==> src/rtl/mem_lsu_pkg.sv <==
// Shared types and helpers for the memory-stage load/store unit.
// Covers funct3 codes, FSM states, the latched command, and lane/misalign helpers.
package mem_lsu_pkg;

  localparam int LSU_DATA_W = 32;
  localparam int LSU_ADDR_W = 32;

  localparam logic [2:0] LSU_LB  = 3'b000;
  localparam logic [2:0] LSU_LH  = 3'b001;
  localparam logic [2:0] LSU_LW  = 3'b010;
  localparam logic [2:0] LSU_LBU = 3'b100;
  localparam logic [2:0] LSU_LHU = 3'b101;
  localparam logic [2:0] LSU_SB  = 3'b000;
  localparam logic [2:0] LSU_SH  = 3'b001;
  localparam logic [2:0] LSU_SW  = 3'b010;

  typedef enum logic [1:0] {
    IDLE = 2'd0,
    CMD  = 2'd1,
    RESP = 2'd2
  } lsu_state_t;

  typedef enum logic {
    OP_LOAD  = 1'b0,
    OP_STORE = 1'b1
  } lsu_op_t;

  typedef struct packed {
    lsu_op_t                 op;
    logic [2:0]              opcode;
    logic [LSU_ADDR_W-3:0]   word_addr;
    logic [1:0]              byte_off;
    logic [3:0]              be;
    logic [LSU_DATA_W-1:0]   wdata;
  } lsu_cmd_t;

  // Unknown opcodes fall back to word access, so they check word alignment.
  function automatic logic lsu_misaligned(input logic is_load, input logic [2:0] opcode,
                                          input logic [1:0] off);
    logic fault;
    fault = |off;
    if (is_load) begin
      case (opcode)
        LSU_LB, LSU_LBU: fault = 1'b0;
        LSU_LH, LSU_LHU: fault = off[0];
        default:         fault = |off;
      endcase
    end else begin
      case (opcode)
        LSU_SB:  fault = 1'b0;
        LSU_SH:  fault = off[0];
        default: fault = |off;
      endcase
    end
    return fault;
  endfunction

  function automatic logic [3:0] lsu_byteenable(input logic is_load, input logic [2:0] opcode,
                                                input logic [1:0] off);
    logic [3:0] be;
    be = 4'b1111;
    if (!is_load) begin
      case (opcode)
        LSU_SB:  be = 4'b0001 << off;
        LSU_SH:  be = 4'b0011 << off;
        default: be = 4'b1111;
      endcase
    end
    return be;
  endfunction

  function automatic logic [LSU_DATA_W-1:0] lsu_store_data(input logic [2:0] opcode,
                                                          input logic [LSU_DATA_W-1:0] wd);
    logic [LSU_DATA_W-1:0] d;
    case (opcode)
      LSU_SB:  d = {4{wd[7:0]}};
      LSU_SH:  d = {2{wd[15:0]}};
      default: d = wd;
    endcase
    return d;
  endfunction

endpackage

==> src/rtl/mem_lsu_if.sv <==
// Avalon-MM style data-memory bus between the LSU (master) and memory (slave).
interface mem_lsu_if #(
  parameter int DATA_W = 32,
  parameter int ADDR_W = 32
);
  logic              read;
  logic              write;
  logic [ADDR_W-1:0] address;
  logic [DATA_W-1:0] writedata;
  logic [3:0]        byteenable;
  logic              waitrequest;
  logic [DATA_W-1:0] readdata;
  logic              readdatavalid;

  modport master (
    output read, write, address, writedata, byteenable,
    input  waitrequest, readdata, readdatavalid
  );

  modport slave (
    input  read, write, address, writedata, byteenable,
    output waitrequest, readdata, readdatavalid
  );
endinterface

==> src/rtl/mem_lsu_load_align.sv <==
// Combinational load lane select and sign/zero extension of a 32-bit bus word.
module mem_lsu_load_align
  import mem_lsu_pkg::*;
(
  input  logic [2:0]            opcode_i,
  input  logic [1:0]            byte_off_i,
  input  logic [LSU_DATA_W-1:0] rdata_i,
  output logic [LSU_DATA_W-1:0] data_o
);

  logic [7:0]  byte_sel;
  logic [15:0] half_sel;

  always_comb begin
    byte_sel = rdata_i[7:0];
    case (byte_off_i)
      2'd0:    byte_sel = rdata_i[7:0];
      2'd1:    byte_sel = rdata_i[15:8];
      2'd2:    byte_sel = rdata_i[23:16];
      default: byte_sel = rdata_i[31:24];
    endcase
    half_sel = byte_off_i[1] ? rdata_i[31:16] : rdata_i[15:0];
  end

  always_comb begin
    data_o = rdata_i;
    case (opcode_i)
      LSU_LB:  data_o = {{24{byte_sel[7]}}, byte_sel};
      LSU_LBU: data_o = {24'd0, byte_sel};
      LSU_LH:  data_o = {{16{half_sel[15]}}, half_sel};
      LSU_LHU: data_o = {16'd0, half_sel};
      default: data_o = rdata_i;
    endcase
  end

endmodule

==> src/rtl/mem_lsu.sv <==
// Memory-stage load/store unit: misalign check, command latch, bus FSM and
// pipeline stall generation for a single outstanding data-memory transaction.
module mem_lsu
  import mem_lsu_pkg::*;
#(
  parameter int DATA_W = 32,
  parameter int ADDR_W = 32
) (
  input  logic              clk,
  input  logic              rst,
  input  logic              lsu_mem_read,
  input  logic              lsu_mem_write,
  input  logic [2:0]        lsu_mem_opcode,
  input  logic [ADDR_W-1:0] lsu_address,
  input  logic [DATA_W-1:0] lsu_writedata,
  input  logic              lsu_flush,
  input  logic              lsu_hold,
  output logic              lsu_exception_load_addr_misaligned,
  output logic              lsu_exception_store_addr_misaligned,
  output logic              lsu_stall_req,
  output logic [DATA_W-1:0] lsu_readdata,
  output logic              lsu_readdata_valid,
  mem_lsu_if.master         bus
);

  lsu_state_t state_q, state_d;
  lsu_cmd_t   cmd_q, cmd_d;

  logic                  is_load;
  logic                  load_fault;
  logic                  store_fault;
  logic                  misaligned;
  logic                  accept;
  logic [LSU_DATA_W-1:0] aligned_data;

  // Read wins when both commands are raised, so it selects the checks used.
  assign is_load     = lsu_mem_read;
  assign load_fault  = lsu_misaligned(1'b1, lsu_mem_opcode, lsu_address[1:0]);
  assign store_fault = lsu_misaligned(1'b0, lsu_mem_opcode, lsu_address[1:0]);
  assign misaligned  = is_load ? load_fault : store_fault;

  assign lsu_exception_load_addr_misaligned  = lsu_mem_read  & load_fault  & ~lsu_flush;
  assign lsu_exception_store_addr_misaligned = lsu_mem_write & store_fault & ~lsu_flush;

  assign accept = (lsu_mem_read | lsu_mem_write) & ~misaligned & ~lsu_flush
                & ~lsu_hold & ~lsu_stall_req;

  always_comb begin
    cmd_d = cmd_q;
    if (accept) begin
      cmd_d.op        = is_load ? OP_LOAD : OP_STORE;
      cmd_d.opcode    = lsu_mem_opcode;
      cmd_d.word_addr = lsu_address[ADDR_W-1:2];
      cmd_d.byte_off  = lsu_address[1:0];
      cmd_d.be        = lsu_byteenable(is_load, lsu_mem_opcode, lsu_address[1:0]);
      cmd_d.wdata     = lsu_store_data(lsu_mem_opcode, lsu_writedata);
    end
  end

  // Stall only looks at state and slave signals, so accept never loops back on itself.
  always_comb begin
    state_d            = state_q;
    lsu_stall_req      = 1'b0;
    lsu_readdata_valid = 1'b0;
    bus.read           = 1'b0;
    bus.write          = 1'b0;
    case (state_q)
      IDLE: begin
        if (accept) state_d = CMD;
      end
      CMD: begin
        bus.read  = (cmd_q.op == OP_LOAD);
        bus.write = (cmd_q.op == OP_STORE);
        if (bus.waitrequest) begin
          lsu_stall_req = 1'b1;
        end else if (cmd_q.op == OP_LOAD) begin
          lsu_stall_req = 1'b1;
          state_d       = RESP;
        end else begin
          state_d = accept ? CMD : IDLE;
        end
      end
      RESP: begin
        if (bus.readdatavalid) begin
          lsu_readdata_valid = 1'b1;
          state_d            = accept ? CMD : IDLE;
        end else begin
          lsu_stall_req = 1'b1;
        end
      end
      default: state_d = IDLE;
    endcase
  end

  always_ff @(posedge clk) begin
    if (rst) begin
      state_q <= IDLE;
      cmd_q   <= '0;
    end else begin
      state_q <= state_d;
      cmd_q   <= cmd_d;
    end
  end

  assign bus.address    = {cmd_q.word_addr, 2'b00};
  assign bus.writedata  = cmd_q.wdata;
  assign bus.byteenable = cmd_q.be;

  mem_lsu_load_align u_align (
    .opcode_i   (cmd_q.opcode),
    .byte_off_i (cmd_q.byte_off),
    .rdata_i    (bus.readdata),
    .data_o     (aligned_data)
  );

  assign lsu_readdata = lsu_readdata_valid ? aligned_data : '0;

endmodule

==> src/flat_wrapper.sv <==
// flat-port wrapper written by rule: the top's interface ports become plain ports
module mem_lsu_flat import mem_lsu_pkg::*;
#(
  parameter int DATA_W = 32,
  parameter int ADDR_W = 32
)
  (clk, rst, lsu_mem_read, lsu_mem_write, lsu_mem_opcode, lsu_address, lsu_writedata, lsu_flush, lsu_hold, lsu_exception_load_addr_misaligned, lsu_exception_store_addr_misaligned, lsu_stall_req, lsu_readdata, lsu_readdata_valid, bus_read, bus_write, bus_address, bus_writedata, bus_byteenable, bus_waitrequest, bus_readdata, bus_readdatavalid);
  mem_lsu_if #(.DATA_W(DATA_W), .ADDR_W(ADDR_W)) bus_i ();
  input  logic clk;
  input  logic rst;
  input  logic lsu_mem_read;
  input  logic lsu_mem_write;
  input  logic [2:0] lsu_mem_opcode;
  input  logic [ADDR_W-1:0] lsu_address;
  input  logic [DATA_W-1:0] lsu_writedata;
  input  logic lsu_flush;
  input  logic lsu_hold;
  output logic lsu_exception_load_addr_misaligned;
  output logic lsu_exception_store_addr_misaligned;
  output logic lsu_stall_req;
  output logic [DATA_W-1:0] lsu_readdata;
  output logic lsu_readdata_valid;
  output wire logic [$bits(bus_i.read)-1:0] bus_read;
  output wire logic [$bits(bus_i.write)-1:0] bus_write;
  output wire logic [$bits(bus_i.address)-1:0] bus_address;
  output wire logic [$bits(bus_i.writedata)-1:0] bus_writedata;
  output wire logic [$bits(bus_i.byteenable)-1:0] bus_byteenable;
  input wire logic [$bits(bus_i.waitrequest)-1:0] bus_waitrequest;
  input wire logic [$bits(bus_i.readdata)-1:0] bus_readdata;
  input wire logic [$bits(bus_i.readdatavalid)-1:0] bus_readdatavalid;
  assign bus_read = bus_i.read;
  assign bus_write = bus_i.write;
  assign bus_address = bus_i.address;
  assign bus_writedata = bus_i.writedata;
  assign bus_byteenable = bus_i.byteenable;
  assign bus_i.waitrequest = bus_waitrequest;
  assign bus_i.readdata = bus_readdata;
  assign bus_i.readdatavalid = bus_readdatavalid;
  mem_lsu #(.DATA_W(DATA_W), .ADDR_W(ADDR_W)) u_core (.clk(clk), .rst(rst), .lsu_mem_read(lsu_mem_read), .lsu_mem_write(lsu_mem_write), .lsu_mem_opcode(lsu_mem_opcode), .lsu_address(lsu_address), .lsu_writedata(lsu_writedata), .lsu_flush(lsu_flush), .lsu_hold(lsu_hold), .lsu_exception_load_addr_misaligned(lsu_exception_load_addr_misaligned), .lsu_exception_store_addr_misaligned(lsu_exception_store_addr_misaligned), .lsu_stall_req(lsu_stall_req), .lsu_readdata(lsu_readdata), .lsu_readdata_valid(lsu_readdata_valid), .bus(bus_i));
endmodule
==> config.mk <==
export PLATFORM = sky130hd
export DESIGN_NAME = mem_lsu_flat
export DESIGN_NICKNAME = d
export VERILOG_FILES = /design/src/rtl/mem_lsu_pkg.sv /design/src/rtl/mem_lsu_if.sv /design/src/rtl/mem_lsu_load_align.sv /design/src/rtl/mem_lsu.sv /design/src/flat_wrapper.sv
export SDC_FILE = /design/constraint.sdc
export NUM_CORES = 1
export LEC_CHECK = 0
export CORE_ASPECT_RATIO = 1.1
export CORE_MARGIN = 10
export CORE_UTILIZATION = 44
export CTS_CLUSTER_SIZE = 30
export DETAILED_ROUTE_END_ITERATION = 7
export GPL_TIMING_DRIVEN = 0
export PLACE_DENSITY = 0.87
export SETUP_SLACK_MARGIN = 0.5
export SLEW_MARGIN = 20
export SYNTH_ARGS = -nofsm -noshare
export SYNTH_HDL_FRONTEND = slang
export SYNTH_SLANG_ARGS = --single-unit
==> constraint.sdc <==
create_clock -name clk -period 7.8 [get_ports clk]
set_input_delay 1.56 -clock clk [delete_from_list [all_inputs] [get_ports clk]]
set_output_delay 1.56 -clock clk [all_outputs]
set_load 0.01 [all_outputs]
# Word-level counts from Yosys, hierarchy flattened
# Cells that the tools add are included.
# W data, S select, Z words.
classes:
  eq_ne: 13
  shifts: 2
  muxes: 25
  bitwise_logic: 14
  reduce_logical: 8
op_table:
  columns: ["cell", "count"]
  rows:
  - ["$pmux W32 S4", 1]
  - ["$pmux W32 S2", 1]
  - ["$mux W32", 1]
  - ["$pmux W8 S3", 1]
  - ["$mux W16", 1]
  - ["$eq A3 B3 Y1 const B", 4]
  - ["$mux W1", 10]
  - ["$and A1 B1 Y1", 8]
  - ["$mux W2", 4]
  - ["$pmux W4 S2", 1]
  - ["$eq A3 B1 Y1 const B", 2]
  - ["$logic_not A3 Y1", 2]
  - ["$pmux W1 S2", 3]
  - ["$pmux W2 S3", 1]
  - ["$reduce_or A2 Y1", 3]
  - ["$not A1 Y1", 5]
  - ["$eq A2 B1 Y1 const B", 2]
  - ["$eq A2 B2 Y1 const B", 2]
  - ["$logic_not A2 Y1", 2]
  - ["$mux W4", 1]
  - ["$ne A2 B2 Y1 const B", 2]
  - ["$shl A1 B2 Y4 const A", 1]
  - ["$shl A2 B2 Y4 const A", 1]
  - ["$reduce_and A3 Y1", 1]
  - ["other kinds (2)", 2]
totals:
  reg_bits: 74
  in_bits: 107
  output_inout_bits: 106
  word_cells: 69

# Logic depth before layout (Yosys ltp)
# Gate-level depths: netlist of run 1.
logic_depth:
  depth_word: 13
  ltp_mapped: 9
  depth_no_buf: 7

# Modules after synthesis
# Synthesis of run 1 repeated with hierarchy kept, for this count alone.
hier_totals:
  cells_unflattened: 628
  hier_area_um2: 4790.8
modules_own_cells:
  columns: ["module", "instances", "cells_per_inst", "area_per_inst_um2", "seq_area_each_um2"]
  rows:
  - ["mem_lsu", 1, 495, 3821.2, 1481.4]
  - ["mem_lsu_load_align", 1, 133, 969.7, 0.0]

# Least setup slack after synthesis of run 1
# No wires, ideal clock.
synth_timing:
  path_type: "input -> output"
  startpoint: "in bus_readdata[31]"
  endpoint: "out lsu_readdata[21]"
  arrival_time_ns: 2.876
  t_required_ns: 6.240
  path_slack_ns: 3.364
  path_stages: 6
  n_path_buf: 1
  cell_sequence: "mux4_2 nand2b_1 a21oi_1 o21ai_1 clkbuf_1 a21oi_1"
synth_between:
  elab_chain_cells: 3
  elab_cells_between_ends: 4
  classes_between: "mux (4)"
synth_rtl:
  columns: ["item", "line", "text"]
  rows:
  - ["start: declaration", "flat_wrapper.sv:29", "input wire logic [$bits(bus_i.readdata)-1:0] bus_readdata;"]
  - ["$pmux W8 S3 or $mux W16 (tied branches)", "mem_lsu_load_align.sv:16, mem_lsu_load_align.sv:22", null]
  - ["$pmux W32 S4 *", "mem_lsu_load_align.sv:27", "case (opcode_i)"]
  - ["$mux W32 *", "mem_lsu.sv:116", "assign lsu_readdata = lsu_readdata_valid ? aligned_data : '0;"]
  - ["end: declaration", "flat_wrapper.sv:21", "output logic [DATA_W-1:0] lsu_readdata;"]
# Mark *: on every way between the ends. The rest lies on a longest branch, timed or not.

# Worst setup path after layout of run 1
layout_timing:
  startpoint: "in bus_readdata[31]"
  endpoint: "out lsu_readdata[29]"
# The elaborated chain is that of the path after synthesis.

==> results_dict.tcl, run 1 <==
set metrics [dict create \
    hold_buffers 0 \
    grt_setup_unrepaired "false" \
    synth_area_leader_cell "sky130_fd_sc_hd__dfxtp_1" \
    cts_tree "done" \
    syn_to_final_growth_pct 56.6 \
    fin_crit_sh_pct 73.5 \
    drv_slew 0 \
    m1WireLength_um 5930 \
    groute.usage.overall_pct 22.7 \
    clock_pin_slew_reported_for_the_worst_setup_and_hold_paths_after_clock_tree_synthesis_ns 0.07 \
    tritoncts.num_buffers 9 \
    timing_worst_slew_pin_value_ns 0.685 \
    worst_skew_ns 0.00642 \
    layout_min_cycle_time_ns 5.73 \
    share_seq_of_total_power_pct 45.3 \
    globalplace.congestion 0.884 \
    cts.sink_count 74 \
    worst-endpoint-required_ns 6.24 \
    swShare_pct 25.8 \
    hpwl_um 13500 \
    postSynth.asyncResetShare_pct 0 \
    setup_violations 0 \
    synth_top_cells_by_count "sky130_fd_sc_hd__nand2_1 (150), sky130_fd_sc_hd__dfxtp_1 (74), sky130_fd_sc_hd__a21oi_1 (72)" \
    setup.worst_path.start_class "input port" \
    via_count_of_the_first_global_routing_pass 5155 \
    insertedDiodeCount 0 \
    std_cell_rows 37 \
    synth_edf_count 0 \
    ant_nets 0 \
    placement.io_buffers 209 \
    placed_cells 915 \
    detailedRoute.firstPassIterationCount 5 \
    cellInternalPower_w 0.000651 \
    seq_area_frac_synth_pct 34.5 \
    antenna_found_initial 0 \
    postSynthCellCount 588 \
    setup.worst_path.end_class "output pin" \
    power.leakage_nw 2.64 \
    arrival_time_at_the_worst_endpoint_ns 4.17 \
    critical_path.slowest_cell "sky130_fd_sc_hd__clkdlybuf4s50_1" \
    fill_cells 768 \
    detail_route_met2_wl_um 8370 \
    routed_wl_um 16700 \
    worst_path_cell_trace "clkdlybuf4s50_1 > mux4_2 > nand2b_1 > a21oi_1 > o21ai_1 > clkbuf_1 > a21oi_1 > clkdlybuf4s50_1" \
    route.vias.total 4861 \
    synth.lib_cells_used.distinct 39 \
    dieArea_sq_um 14100 \
    synth.most_common_cell "sky130_fd_sc_hd__nand2_1" \
    top_level_ports 213 \
    clk_latency_ns 0.35 \
    topRoutingLayerUsed "met4" \
    starting_density_of_the_core_pct 45.4 \
    pwr_density_cell_nw_per_um2 131 \
    cts_max_level 3 \
    drt_first_iter_violations 270 \
    cts_repair_resize_count 0 \
    power.ir.vdd_worst_mv 0.152 \
    post-route-drc-count 0 \
    yosys_warnings 0 \
    clock.fmax_mhz 174 \
    cap_viol_max_count 0 \
    cp.buffers_inverters 3 \
    primary_flip_flop_cell_chosen_by_synthesis_mapping "sky130_fd_sc_hd__dfxtp_1" \
    post-route-util_pct 71.1 \
    final_nets 920 \
    cells_taking_the_most_area_after_synthesis "sky130_fd_sc_hd__dfxtp_1 (35%), sky130_fd_sc_hd__nand2_1 (13%), sky130_fd_sc_hd__buf_4 (12%), sky130_fd_sc_hd__a21oi_1 (8.4%), sky130_fd_sc_hd__mux2i_1 (4.2%)" \
    criticalPathCategory "in -> out" \
    chipWidth_um 114 \
    ctsLongestPathBuffers 2 \
    slew_headroom_pct 54.3 \
    critical_path.max_fanout 10 \
    run_status "complete, no violations" \
    post_synth.cell_area_avg_sq_um 7.30 \
    grt_pass1_wl_um 25800 \
    net-switching-power_w 0.000227 \
    grt_start_max_net_pins 12 \
    post_synthesis_instance_area_sq_um 4290 \
    cp_top_family "buffers and inverters" \
    timing.critical_path.slowest_cell_delay_ns 0.51 \
    final_layout_size_suffix_gt1_share_pct 11.9 \
    drt-vias-per-instance 5.23 \
    postCtsSetupBuffers 0 \
    layoutNonFillerInstCount 930 \
    hold_path.class "reg -> reg" \
    route.met3.wl_um 2010 \
    clockPowerShare_pct 32.9 \
    drt-wirelength-per-cell_um 17.9 \
    setup-tns-final_ns 0 \
    p_comb_share_pct 21.8 \
    cts_root_buffer "sky130_fd_sc_hd__clkbuf_8" \
    die_h_um 124 \
    final_hold_viol_count 0 \
    fp.coreArea_sq_um 9440 \
    postSynthRegisterBits 74 \
    yosysTopAreaCellShare_pct 34.5 \
    grt_overflow_total 0 \
]
==> per-layer routing <==
| layer | vias up | global-route usage [%] |
|---|---|---|
| met5 | - | 0 |
| met3 | 29 | 10.3 |
| met1 | 2246 | 21.7 |
| met2 | 238 | 41.9 |
| li1 | 2348 | - |
| met4 | 0 | 8.07 |
==> layout by cell type (no fill, tap or decap), types with 2 or more instances in the layout <==
cell type	n
sky130_fd_sc_hd__inv_1	28
sky130_fd_sc_hd__buf_2	4
sky130_fd_sc_hd__nand2b_1	8
sky130_fd_sc_hd__o221a_2	6
sky130_fd_sc_hd__o21ai_0	12
sky130_fd_sc_hd__o311ai_0	2
sky130_fd_sc_hd__a31oi_1	7
sky130_fd_sc_hd__a221oi_1	8
sky130_fd_sc_hd__o22ai_1	2
sky130_fd_sc_hd__dfxtp_1	74
sky130_fd_sc_hd__clkbuf_1	36
sky130_fd_sc_hd__a21oi_1	72
sky130_fd_sc_hd__conb_1	2
sky130_fd_sc_hd__buf_1	3
sky130_fd_sc_hd__nor3_1	7
sky130_fd_sc_hd__clkbuf_8	10
sky130_fd_sc_hd__clkinv_2	2
sky130_fd_sc_hd__nand2_1	150
sky130_fd_sc_hd__o211ai_1	8
sky130_fd_sc_hd__buf_4	68
sky130_fd_sc_hd__ha_1	4
sky130_fd_sc_hd__and2_1	2
sky130_fd_sc_hd__nor2b_1	4
sky130_fd_sc_hd__a211oi_1	11
sky130_fd_sc_hd__buf_6	2
sky130_fd_sc_hd__nor2_1	29
sky130_fd_sc_hd__clkdlybuf4s50_1	209
sky130_fd_sc_hd__a311oi_1	11
sky130_fd_sc_hd__mux2i_1	18
==> path summary, 6_finish.rpt <==
check                                              start                       end  slack (ns)  depth (start not counted)
worst max-delay path                    bus_readdata[31]          lsu_readdata[29]        2.07                          8
worst min-delay path            u_core.bus.writedata[27]  u_core.bus.writedata[27]        0.46                          2
worst max register to register         u_core.state_q[0]   u_core.bus.writedata[9]        5.41                          9
worst min register to register  u_core.bus.writedata[27]  u_core.bus.writedata[27]        0.46                          2
==> through the flow <==
stage	power [W]	instance area [sq um]	hold WS (ns)	worst slack (ns)
finish	0.000877	6720	0.459	2.07
global route	0.000912	6720	0.482	1.93
CTS	0.000881	6720	0.461	2.10
detailed placement	0.000595	6530	0.450	2.11
global placement	0.000591	6530	0.442	2.17
floorplan	0.000487	4290	0.437	3.36
==> area by class of cell <==
cell class,count,area (sq um),area share [%]
Tap cell,117,146,2.18
Timing Repair Buffer,209,2090,31.1
Inverter,29,109,1.62
Multi-Input combinational cell,375,2010,29.9
Buffer,111,692,10.3
Clock buffer,12,145,2.16
Sequential cell,74,1480,22.1
Clock inverter,3,40.0,0.596
==> power groups by stage <==
stage / Combinational [W] / Clock (W) / Sequential, W
3_5_place_dp: 0.000189 / 0 / 0.000406
4_1_cts: 0.000191 / 0.000293 / 0.000397
6_report: 0.000191 / 0.000289 / 0.000397
5_1_grt: 0.000206 / 0.000307 / 0.000399
2_1_floorplan: 0.0000833 / 0 / 0.000404
3_3_place_gp: 0.000186 / 0 / 0.000405
==> worst reg2reg max path, delay by kind of cell (launching register included) <==
family | cells | cell delay [ns]
AOI/OAI and AO/OA | 3 | 0.78
adders and majority gates | 1 | 0.23
buffers and inverters | 3 | 0.67
DFF | 1 | 0.41
and+or+nand+nor | 2 | 0.19
==> sequential cells by signal, indices dropped and copies added (netlist names) <==
name and cells:
u_core.state_q 2, u_core.bus.writedata 32, u_core.bus.address 30, u_core.cmd_q 6, u_core.bus.byteenable 4
==> cell families after synthesis <==
logic type,count (synthesis),share of synthesized area [%]
other,1,0.0874
flip-flops,74,34.5
AO/OA/AOI/OAI,145,21.5
multiplexers,20,4.99
adder cells (fa/ha/maj),4,1.17
AND/OR/NAND/NOR,204,19.1
buffers and inverters,140,18.7
Power figures use the tool's default switching activity.
==> inputs of run 2 (changes only) <==
CORE_UTILIZATION = 41   (was 44)
PLACE_DENSITY = 0.82   (was 0.87)
clock period = 5.6 ns   (was 7.8 ns; I/O delays follow)
==> results_dict.tcl, run 2 (synthesis results as in run 1) <==
set metrics [dict create \
    cp-startpoint "bus_readdata[31]" \
    setup-tns-final_ns 0 \
    worstHoldStart "u_core.bus.address[12]" \
    ant_nets 0 \
    groute.usage.overall_pct 21.2 \
    worst-endpoint-required_ns 4.48 \
    dieArea_sq_um 15000 \
    route.vias.total 4854 \
    cts_repair_resize_count 0 \
    fin_crit_sh_pct 87.2 \
    cts_root_buffer "sky130_fd_sc_hd__clkbuf_16" \
    std_cell_rows 39 \
    insertedDiodeCount 0 \
    worst_skew_ns 0.00500 \
    r2r-end "u_core.bus.address[27]" \
    fp.coreArea_sq_um 10300 \
    slew_headroom_pct 52.0 \
    pwr_density_cell_nw_per_um2 221 \
    syn_to_final_growth_pct 61.6 \
    postCtsSetupBuffers 0 \
    timing_worst_slew_pin_value_ns 0.720 \
    clock_pin_slew_reported_for_the_worst_setup_and_hold_paths_after_clock_tree_synthesis_ns 0.06 \
    setup.worst_path.end_class "output pin" \
    cap_viol_max_count 0 \
    hpwl_um 13500 \
    grt_overflow_total 0 \
    fill_cells 855 \
    min_path_cells 2 \
    routed_wl_um 16700 \
    hold_path.class "reg -> reg" \
    top_level_ports 213 \
    worst_path_cell_trace "clkdlybuf4s50_1 > mux4_2 > nand2b_1 > a21oi_1 > o21ai_1 > clkbuf_1 > a21oi_1 > clkdlybuf4s50_1" \
    criticalPathCategory "in -> out" \
    via_count_of_the_first_global_routing_pass 4978 \
    reg2reg_slack_ns 3.14 \
    drv_slew 0 \
    grt_setup_unrepaired "false" \
    hold_buffers 0 \
    post-route-util_pct 67.3 \
    cts.sink_count 74 \
    tritoncts.num_buffers 9 \
    layout_commonest_cell "sky130_fd_sc_hd__clkdlybuf4s50_1" \
    final_nets 920 \
    timing.critical_path.slowest_cell_delay_ns 0.51 \
    layout.cells.most_common_list "sky130_fd_sc_hd__clkdlybuf4s50_1 (209), sky130_fd_sc_hd__nand2_1 (150), sky130_fd_sc_hd__dfxtp_1 (74)" \
    arrival_time_at_the_worst_endpoint_ns 3.76 \
    placement.io_buffers 209 \
    crit-reg2reg-launch "u_core.state_q[0]" \
    post-route-drc-count 0 \
    grt_start_max_net_pins 13 \
    critical_path.slowest_cell "sky130_fd_sc_hd__mux4_2" \
    power.leakage_nw 2.72 \
    drt_first_iter_violations 336 \
    clk_latency_ns 0.34 \
    chipWidth_um 118 \
    cts_tree "done" \
    globalplace.congestion 0.895 \
    clock.fmax_mhz 205 \
    worst_r2r_path_depth 9 \
    grt_pass1_wl_um 25900 \
    critical_path.max_fanout 10 \
    setup_violations 0 \
    cts_max_level 3 \
    largest_reg_flops 32 \
    final_layout_size_suffix_gt1_share_pct 12.2 \
    antenna_found_initial 0 \
    die_h_um 127 \
    ctsLongestPathBuffers 2 \
    detailedRoute.firstPassIterationCount 6 \
    drt-wirelength-per-cell_um 17.4 \
    starting_density_of_the_core_pct 41.7 \
    layout_min_cycle_time_ns 4.88 \
    final_hold_viol_count 0 \
    run_status "complete, no violations" \
    drt-vias-per-instance 5.07 \
    power.ir.vdd_worst_mv 0.231 \
    hold-path-endpoint "u_core.bus.address[12]" \
    setup.worst_path.start_class "input port" \
]
run 2: per-stage QoR:
stage	hold WS [ns]	instances	power [W]	setup slack, ns	cell area (sq um)
floorplan	0.437	589	0.000679	2.04	4290
global placement	0.442	941	0.000822	0.755	6570
detailed placement	0.447	941	0.000828	0.718	6570
CTS	0.455	957	0.00154	0.713	6930
global route	0.476	957	0.00158	0.553	6930
finish	0.453	957	0.00153	0.716	6930
run 2: critical path, delay by kind of cell:
kind                   cells  cell delay (ns)
multiplexers               1             0.51
AND/OR/NAND/NOR            1             0.12
buffers and inverters      3             1.38
AO/OA/AOI/OAI              3             0.62
run 2: worst max path at each step:
stage,to,cells past startpoint,slack [ns]
6_report,lsu_readdata[28],8,0.72
5_1_grt,lsu_readdata[23],8,0.55
4_1_cts,lsu_readdata[22],8,0.71
3_5_place_dp,lsu_readdata[22],8,0.72
3_3_place_gp,lsu_readdata[24],8,0.75
2_1_floorplan,lsu_readdata[21],6,2.04
run 2: cell type report:
| type | count | area [sq um] | share of cell area (%) |
|---|---|---|---|
| repair buffers | 209 | 2090 | 30.2 |
| multi-input cells | 375 | 2010 | 29.0 |
| flip-flops and latches | 74 | 1480 | 21.4 |
| plain buffers | 111 | 692 | 9.98 |
| clock buffers | 11 | 243 | 3.50 |
| well taps | 143 | 179 | 2.58 |
| clock inverters | 5 | 125 | 1.80 |
| inverters | 29 | 109 | 1.57 |
run 2: power by group:
group	internal, W	leakage [nW]	switching (W)
registers	0.000544	0.600	0.0000100
logic	0.000148	1.94	0.000117
clock network	0.000492	0.180	0.000218
run 2: per-layer routing:
metal	track usage, %	part of all wire, %
met4	6.91	2.2
met2	38.4	49
met5	0	0
met1	21.2	37
met3	9.87	11
==> inputs of run 3 (changes only) <==
CAP_MARGIN = 10   (was default)
CORE_MARGIN = 2   (was 10)
==> results_dict.tcl, run 3 (synthesis results as in run 1) <==
set metrics [dict create \
    run_status "complete, no violations" \
    cts_tree "done" \
    path_depth 8 \
    critical_path.max_fanout 10 \
    cp.buffers_inverters 3 \
    arrival_time_at_the_worst_endpoint_ns 3.71 \
    antenna_found_initial 0 \
    critical_path.slowest_cell "sky130_fd_sc_hd__clkdlybuf4s50_1" \
    layout_commonest_cell "sky130_fd_sc_hd__clkdlybuf4s50_1" \
    dieArea_sq_um 11300 \
    setup.worst_path.end_class "output pin" \
    std_cell_rows 39 \
    worst-endpoint-required_ns 4.48 \
    post-route-util_pct 67.1 \
    final_hold_viol_count 0 \
    criticalPathCategory "in -> out" \
    drv_slew 0 \
    worstSetupEndpoint "lsu_readdata[23]" \
    drt-wirelength-per-cell_um 15.6 \
    cts.sink_count 74 \
    groute.usage.overall_pct 26.1 \
    layout_min_cycle_time_ns 4.83 \
    top_level_ports 213 \
    timing.critical_path.slowest_cell_delay_ns 0.51 \
    placement.io_buffers 209 \
    tritoncts.num_buffers 9 \
    hold_buffers 0 \
    setup_violations 0 \
    crit-reg2reg-launch "u_core.state_q[0]" \
    worst_r2r_path_depth 9 \
    grt_pass1_wl_um 23500 \
    pwr_density_cell_nw_per_um2 212 \
    postCtsSetupBuffers 0 \
    fin_crit_sh_pct 86.2 \
    power.ir.vdd_worst_mv 0.194 \
    p_total_w 0.00146 \
    globalplace.congestion 0.955 \
    cp-startpoint "bus_readdata[31]" \
    syn_to_final_growth_pct 60.9 \
    post-route-drc-count 0 \
    setup.worst_path.start_class "input port" \
    starting_density_of_the_core_pct 41.7 \
    grt_start_max_net_pins 13 \
    fp.coreArea_sq_um 10300 \
    cts_root_buffer "sky130_fd_sc_hd__clkbuf_16" \
    hpwl_um 11700 \
    setup-tns-final_ns 0 \
    insertedDiodeCount 0 \
    timing_worst_slew_pin_value_ns 0.738 \
    r2r-end "u_core.bus.writedata[6]" \
    power.leakage_nw 2.71 \
    ant_nets 0 \
    grt_overflow_total 0 \
    largest_reg_flops 32 \
    cts_max_level 3 \
    layout.cells.most_common_list "sky130_fd_sc_hd__clkdlybuf4s50_1 (209), sky130_fd_sc_hd__nand2_1 (150), sky130_fd_sc_hd__dfxtp_1 (74)" \
    drt_first_iter_violations 179 \
    clk_latency_ns 0.33 \
    grt_setup_unrepaired "false" \
    drt-vias-per-instance 5.12 \
    worst_skew_ns 0.00676 \
    min_path_cells 2 \
    final_layout_size_suffix_gt1_share_pct 12.3 \
    cp_top_family "buffers and inverters" \
    worst_path_cell_trace "clkdlybuf4s50_1 > mux4_2 > nand2b_1 > a21oi_1 > o21ai_1 > clkbuf_1 > a21oi_1 > clkdlybuf4s50_1" \
    die_h_um 111 \
    clock_pin_slew_reported_for_the_worst_setup_and_hold_paths_after_clock_tree_synthesis_ns 0.06 \
    route.vias.total 4900 \
    ctsLongestPathBuffers 2 \
    detailedRoute.firstPassIterationCount 5 \
    routed_wl_um 14900 \
    final_nets 920 \
    reg2reg_slack_ns 3.19 \
    hold_path.class "reg -> reg" \
    cap_viol_max_count 0 \
    cts_repair_resize_count 0 \
    clock.fmax_mhz 207 \
    chipWidth_um 102 \
    slew_headroom_pct 50.8 \
    via_count_of_the_first_global_routing_pass 4903 \
]
==> run 3: layout make-up <==
class | instances | area, sq um
clock buffers | 12 | 267
flip-flops and latches | 74 | 1480
clock inverters | 4 | 72.6
multi-input cells | 375 | 2010
repair buffers | 209 | 2090
plain buffers | 111 | 692
inverters | 29 | 109
fillers | 867 | 3390
well taps | 143 | 179
==> run 3: metrics by stage <==
step | std cells | cell area (sq um) | hold slack, ns | worst slack [ns]
6_report | 957 | 6900 | 0.454 | 0.770
5_1_grt | 957 | 6900 | 0.475 | 0.640
4_1_cts | 957 | 6900 | 0.454 | 0.779
3_5_place_dp | 941 | 6570 | 0.447 | 0.776
3_3_place_gp | 941 | 6570 | 0.444 | 0.841
2_1_floorplan | 589 | 4290 | 0.437 | 2.04
==> run 3: per-layer routing <==
metal	track usage, %	part of all wire [%]
met1	27.3	36
met2	45.7	50
met3	8.70	10
met4	13.1	3.6
met5	0	0
==> run 3: worst min path at each step <==
stage / from / endpoint / slack, ns
2_1_floorplan: u_core.bus.address[10] / u_core.bus.address[10] / 0.44
3_3_place_gp: u_core.bus.address[10] / u_core.bus.address[10] / 0.44
3_5_place_dp: u_core.bus.address[30] / u_core.bus.address[30] / 0.45
4_1_cts: u_core.bus.address[30] / u_core.bus.address[30] / 0.45
5_1_grt: u_core.bus.address[30] / u_core.bus.address[30] / 0.47
6_report: u_core.bus.address[16] / u_core.bus.address[16] / 0.45
==> run 3: worst min-delay path, delay by kind of cell (launching register included) <==
family	cells	cell delay, ns
simple gates	1	0.05
compound gates	1	0.05
flops	1	0.30
==> run 3: report_power, final <==
part           switching, W  leakage [nW]  internal (W)
sequential        0.0000101         0.600      0.000544
combinational      0.000117          1.94      0.000148
clock              0.000218         0.165      0.000426
